`src/rtl/fir_root_pipe.sv`:
```
// fir_root_pipe: time-multiplexed FIR (one tap per cycle, runtime-loadable
// coefficients) followed by scale/saturate and a bit-per-cycle integer sqrt.
// Latency: TAPS+1+DW/2 cycles from accept to Out_valid (one more with
// FIR_ROOT_ROUND_EN, which rounds the root to nearest instead of flooring).
// Backpressure: accepts only in IDLE; result held in OUT until Out_ready.
// Ports:
//   Clk, Rst          clock, synchronous active-high reset
//   Data_i/In_valid/In_ready   sample input handshake
//   Coef_we/Coef_addr/Coef_data  coefficient write port (IDLE only)
//   FIRout/ROOTout/Out_valid/Out_ready  result output handshake
module fir_root_pipe #(
  parameter int DW    = 8,
  parameter int CW    = 8,
  parameter int TAPS  = 7,
  parameter int SHIFT = 0
) (
  input  logic                     Clk,
  input  logic                     Rst,
  input  logic [DW-1:0]            Data_i,
  input  logic                     In_valid,
  output logic                     In_ready,
  input  logic                     Coef_we,
  input  logic [$clog2(TAPS)-1:0]  Coef_addr,
  input  logic [CW-1:0]            Coef_data,
  output logic [DW-1:0]            FIRout,
  output logic [DW/2-1:0]          ROOTout,
  output logic                     Out_valid,
  input  logic                     Out_ready
);

  localparam int IW = $clog2(TAPS);
  localparam int AW = DW + CW + IW;   // wide enough that the sum never wraps
  localparam int HW = DW / 2;
  localparam int RW = HW + 2;         // sqrt partial remainder width
  localparam int BW = $clog2(HW);

  typedef enum logic [2:0] {
    S_IDLE, S_MAC, S_SAT, S_SQRT, S_RND, S_OUT
  } state_t;

  state_t r_state, w_next;

  logic [DW-1:0]    r_x [TAPS];
  logic [CW-1:0]    r_b [TAPS];
  logic [AW-1:0]    r_acc;
  logic [IW-1:0]    r_tap;
  logic [BW-1:0]    r_bit;
  logic [DW-1:0]    r_y;
  logic [DW-1:0]    r_rad;
  logic [RW-1:0]    r_rem;
  logic [HW-1:0]    r_root;
  logic [DW-1:0]    r_fir_q;
  logic [HW-1:0]    r_root_q;

  logic [DW+CW-1:0] w_prod;
  logic [AW-1:0]    w_y;
  logic             w_sat;
  logic [RW-1:0]    w_rem_sh;
  logic [RW-1:0]    w_trial;
  logic             w_ge;
  logic [RW-1:0]    w_rem_nxt;
  logic [HW-1:0]    w_root_nxt;

  assign w_prod = r_x[r_tap] * r_b[r_tap];
  assign w_y    = r_acc >> SHIFT;
  assign w_sat  = |w_y[AW-1:DW];

  // Restoring root step: bring down two radicand bits, try subtracting 4r+1.
  assign w_rem_sh   = {r_rem[RW-3:0], r_rad[DW-1:DW-2]};
  assign w_trial    = {r_root, 2'b01};
  assign w_ge       = (w_rem_sh >= w_trial);
  assign w_rem_nxt  = w_ge ? (w_rem_sh - w_trial) : w_rem_sh;
  assign w_root_nxt = {r_root[HW-2:0], w_ge};

`ifdef FIR_ROOT_ROUND_EN
  // rem = v - r^2; rounding up is correct when rem > r. Clamp at all-ones.
  logic [HW-1:0] w_root_rnd;
  always_comb begin
    w_root_rnd = r_root;
    if ((r_rem > {2'b00, r_root}) && (r_root != '1)) begin
      w_root_rnd = r_root + 1'b1;
    end
  end
`endif

  always_ff @(posedge Clk) begin
    if (Rst) begin
      r_state <= S_IDLE;
    end else begin
      r_state <= w_next;
    end
  end

  always_comb begin
    w_next = r_state;
    case (r_state)
      S_IDLE: if (In_valid) w_next = S_MAC;
      S_MAC:  if (r_tap == IW'(TAPS - 1)) w_next = S_SAT;
      S_SAT:  w_next = S_SQRT;
      S_SQRT: begin
        if (r_bit == '0) begin
`ifdef FIR_ROOT_ROUND_EN
          w_next = S_RND;
`else
          w_next = S_OUT;
`endif
        end
      end
      S_RND:  w_next = S_OUT;
      S_OUT:  if (Out_ready) w_next = S_IDLE;
      default: w_next = S_IDLE;
    endcase
  end

  always_ff @(posedge Clk) begin
    if (Rst) begin
      for (int i = 0; i < TAPS; i++) begin
        r_x[i] <= '0;
        r_b[i] <= '0;
      end
      r_acc    <= '0;
      r_tap    <= '0;
      r_bit    <= '0;
      r_y      <= '0;
      r_rad    <= '0;
      r_rem    <= '0;
      r_root   <= '0;
      r_fir_q  <= '0;
      r_root_q <= '0;
    end else begin
      case (r_state)
        S_IDLE: begin
          // Coefficient lands at this edge, so a sample accepted in the
          // same cycle already sees it during MAC.
          if (Coef_we && (int'(Coef_addr) < TAPS)) begin
            r_b[Coef_addr] <= Coef_data;
          end
          if (In_valid) begin
            r_x[0] <= Data_i;
            for (int i = 1; i < TAPS; i++) begin
              r_x[i] <= r_x[i-1];
            end
            r_acc <= '0;
            r_tap <= '0;
          end
        end
        S_MAC: begin
          r_acc <= r_acc + AW'(w_prod);
          r_tap <= r_tap + 1'b1;
        end
        S_SAT: begin
          r_y    <= w_sat ? '1 : w_y[DW-1:0];
          r_rad  <= w_sat ? '1 : w_y[DW-1:0];
          r_rem  <= '0;
          r_root <= '0;
          r_bit  <= BW'(HW - 1);
        end
        S_SQRT: begin
          r_rad  <= r_rad << 2;
          r_rem  <= w_rem_nxt;
          r_root <= w_root_nxt;
          r_bit  <= r_bit - 1'b1;
`ifndef FIR_ROOT_ROUND_EN
          if (r_bit == '0) begin
            r_fir_q  <= r_y;
            r_root_q <= w_root_nxt;
          end
`endif
        end
        S_RND: begin
`ifdef FIR_ROOT_ROUND_EN
          r_fir_q  <= r_y;
          r_root_q <= w_root_rnd;
`endif
        end
        default: ;
      endcase
    end
  end

  assign In_ready  = (r_state == S_IDLE);
  assign Out_valid = (r_state == S_OUT);
  assign FIRout    = r_fir_q;
  assign ROOTout   = r_root_q;

endmodule

```
`config.mk`:
```
export PLATFORM = sky130hd
export DESIGN_NAME = fir_root_pipe
export DESIGN_NICKNAME = d
export VERILOG_FILES = /design/src/rtl/fir_root_pipe.sv
export SDC_FILE = /design/constraint.sdc
export NUM_CORES = 1
export LEC_CHECK = 0
export ABC_AREA = 1
export BUFFER_PORTS_ARGS = -buffer_cell sky130_fd_sc_hd__buf_2
export CAP_MARGIN = 10
export CORE_ASPECT_RATIO = 0.75
export CORE_MARGIN = 2
export CORE_UTILIZATION = 51
export CTS_CLUSTER_SIZE = 40
export DETAILED_ROUTE_END_ITERATION = 8
export MAX_ROUTING_LAYER = met4
export PLACE_DENSITY = 0.66
export SLEW_MARGIN = 15
export SYNTH_ARGS = -nofsm -noshare
export SYNTH_HDL_FRONTEND = slang
export SYNTH_SLANG_ARGS = --single-unit
```
`constraint.sdc`:
```
create_clock -name Clk -period 5.3 [get_ports Clk]
set_input_delay 0.265 -clock Clk [delete_from_list [all_inputs] [get_ports Clk]]
set_output_delay 0.265 -clock Clk [all_outputs]
set_load 0.01 [all_outputs]
```
==> metrics.yaml <==
setup_path:
  ff2ff_path_depth: 23
  endpoint_kind: "flop"
  arrival_ns: 5.40
  cp_data_required_time_ns: 5.64
  endpoint: "r_acc[18]"
  path_max_fanout: 6
  timing.rr.end: "r_acc[18]"
  regToRegSetupSlack_ns: 0.24
  critical_path_class: "reg -> reg"
  start_kind: "flop"
clocking:
  cts_tree: "built"
  clkTransAtPathRegs_ns: 0.07
  root_buffer: "clkbuf_16"
  clockBufferDepth: 2
  cts_hold_buf: 0
  htree_levels: 4
  clock_sinks: 186
  cts_buffers: 17
  clkLatencyLatePin_ns: 0.45
global_routing:
  grt_max_degree: 66
  grt_pass1_vias: 7977
  grt_pass1_wl_um: 41300
  track_usage: 0.232
  overflow: 0
  antenna_found_initial: 0
yosys:
  synth-xor-area-share: 0.00158
  synth-edff-count: 112
  yosysSeqAreaShare: 0.437
  synth_top_family_by_area: "simple AND/OR/NAND/NOR gates"
  async_flop_share: 0
  ys_ff_latch: 186
  synth.cell_area_um2: 11100
  synthAdderAreaFrac: 0.147
  synth-simple-area-share: 0.184
  synth_flop_cell: "edfxtp_1"
  syn_avg_cell_area_um2: 8.40
  ys_types: 44
  ys_warn_count: 0
  synth_cells: 1320
  synth_mux_area_frac: 0
  synth-compound-area-share: 0.119
hold_path:
  min-delay-start: "In_valid"
  hp-class: "in -> reg"
drt:
  antenna_left: 0
  wirelength_um: 25200
  first_pass_iters: 5
  detail_route.wl_per_cell_um: 15.1
  via_per_inst: 5.10
  dr.first_iter.drc_count: 880
  drc: 0
  via_count: 8524
place:
  gp_congestion: 0.883
  numPortBuffers: 37
  place_ws_ns: 0.176
  hpwlAfterDp_um: 17500
job:
  maxCapViolations: 0
die:
  die_x_um: 174
  fp.dieH_um: 132
  initial_utilization: 0.522
  rows: 46
  boundaryPins: 38
  die_area_um2: 22900
  core_area_um2: 21200
sta:
  finalHoldViolCount: 0
  fmax_mhz: 197
  worst_slew_pin_slew_ns: 1.03
  min_period_over_period: 0.956
  finalCriticalPeriod_ns: 5.06
  clock_skew_ns: 0.00985
  final_max_slew_viol_count: 0
  rsz0062_at_grt: "true"
  setup_viol: 0
  relSlewSlack: 0.312
  layout_setup_ws_ns: 0.235
  whs_ns: 0.103
power_and_ir_drop:
  seq_power_share: 0.222
  p_comb_frac: 0.626
  p_sw_mw: 4.21
  leakage_nw: 5.61
  powerDensity_nw_per_um2: 688
  internal_power_mw: 4.38
  swShare: 0.490
  worst_ir_drop_vdd_mv: 0.490
  power_frac_clock: 0.152
finish:
  diodes: 0
  final_cell_mix: "inv_1, nand2_1, nor2_1, edfxtp_1, o21ai_0"
  syn_to_final_growth_pct: 12.6
  final_common_cell: "inv_1"
  final_nets: 1493
  n_fill_cell: 1897
  layout-drive-gt1-share: 0.122
  seqCellArea_um2: 4850
  utilization: 0.588
  multiInputGateArea_um2: 5120
status:
  outcome: "completed"
power by group through the flow:
stage | clock network [mW] | logic, mW | registers (mW)
floorplan | 0 | 3.83 | 1.91
global placement | 0 | 4.91 | 1.93
detailed placement | 0 | 5.00 | 1.94
CTS | 1.32 | 5.07 | 1.91
global route | 1.37 | 6.24 | 1.94
finish | 1.30 | 5.37 | 1.91
cell type report:
cell class,instances,share of cell area
flip-flops and latches,186,0.389
inverters,269,0.0814
clock inverters,13,0.0117
clock buffers,19,0.0372
multi-input cells,828,0.410
repair buffers,67,0.0420
well taps,288,0.0289
Yosys cell counts, types with 2 or more instances:
cell	n	area (µm²)
inv_1	262	983
nand2_1	215	807
nor2_1	197	739
edfxtp_1	112	3360
o21ai_0	98	490
a21oi_1	89	445
dfxtp_1	74	1480
fa_1	50	1000
ha_1	50	626
nand3_1	29	145
buf_2	22	110
clkbuf_1	17	63.8
o22ai_1	16	100
nand2_4	11	124
o21ai_2	11	96.3
o211ai_1	8	60.1
inv_2	6	22.5
nor2_4	5	56.3
o21bai_1	5	37.5
a22oi_1	4	30.0
nand2_2	4	25.0
nand4_1	4	25.0
buf_4	3	22.5
nand3b_1	3	22.5
nor3_1	2	10.0
nor4_1	2	12.5
o21ai_1	2	10.0
or2_1	2	12.5
xor2_1	2	17.5
how the worst min path moves through the flow:
stage,end,slack [ns],cells past startpoint
floorplan,r_state[0],0.41,2
global placement,r_bit[0],0.44,1
detailed placement,r_bit[0],0.44,1
CTS,r_state[0],0.08,3
global route,r_state[0],0.10,3
finish,r_state[0],0.10,3
layer usage:
layer | up-vias | track usage | wire [µm]
met5 | - | - | 0
met4 | 0 | 0.0518 | 333
met3 | 26 | 0.0498 | 1530
met2 | 243 | 0.327 | 10800
met1 | 3999 | 0.343 | 12500
li1 | 4256 | - | -
cells by family (layout without fill, tap and decap cells):
family | count (synthesis) | in the layout
AOI/OAI and AO/OA | 238 | 238
xor gates and xnor gates | 2 | 2
adders and majority gates | 100 | 100
buffers and inverters | 313 | 368
DFF | 186 | 186
other | 1 | 8
and+or+nand+nor | 480 | 480
per-stage QoR:
step                      cell area, µm²  power (mW)  std cells  TNS [ns]
after floorplan                    11100        5.74       1327         0
after global placement             11600        6.85       1629         0
after detailed placement           11600        6.93       1629         0
after CTS                          12200        8.30       1661         0
after global routing               12500        9.55       1670   -0.0975
final                              12500        8.59       1670         0
flip-flops by register name, indices dropped and copies added, names as in the netlist, named ones only:
| signal | flops |
|---|---|
| r_root | 4 |
| r_x | 56 |
| r_rad | 8 |
| r_y | 8 |
| r_acc | 19 |
| r_rem | 4 |
| r_state | 3 |
| r_tap | 3 |
| r_b | 64 |
| FIRout | 8 |
| r_bit | 2 |
| ROOTout | 4 |
critical path, stage by stage, from the launching register on:
cell        delay (ns)
dfxtp_4           0.39
clkinvlp_4        0.11
buf_12            0.16
buf_12            0.13
o21ai_0           0.17
o22ai_1           0.12
o21ai_2           0.24
buf_4             0.22
nor2_2            0.06
fa_1              0.48
fa_1              0.53
fa_1              0.55
inv_1             0.06
fa_1              0.53
inv_1             0.04
ha_1              0.35
nand2_1           0.11
inv_1             0.08
a21oi_2           0.13
nand2_1           0.09
nand3b_1          0.09
nand2_1           0.07
a21boi_0          0.17
nor2_1            0.06
timing repair:
action	CTS	global route
gates resized for setup	0	37
setup buffers	0	4
setup endpoints to repair	0	12
(Power assumes the default switching activity.)
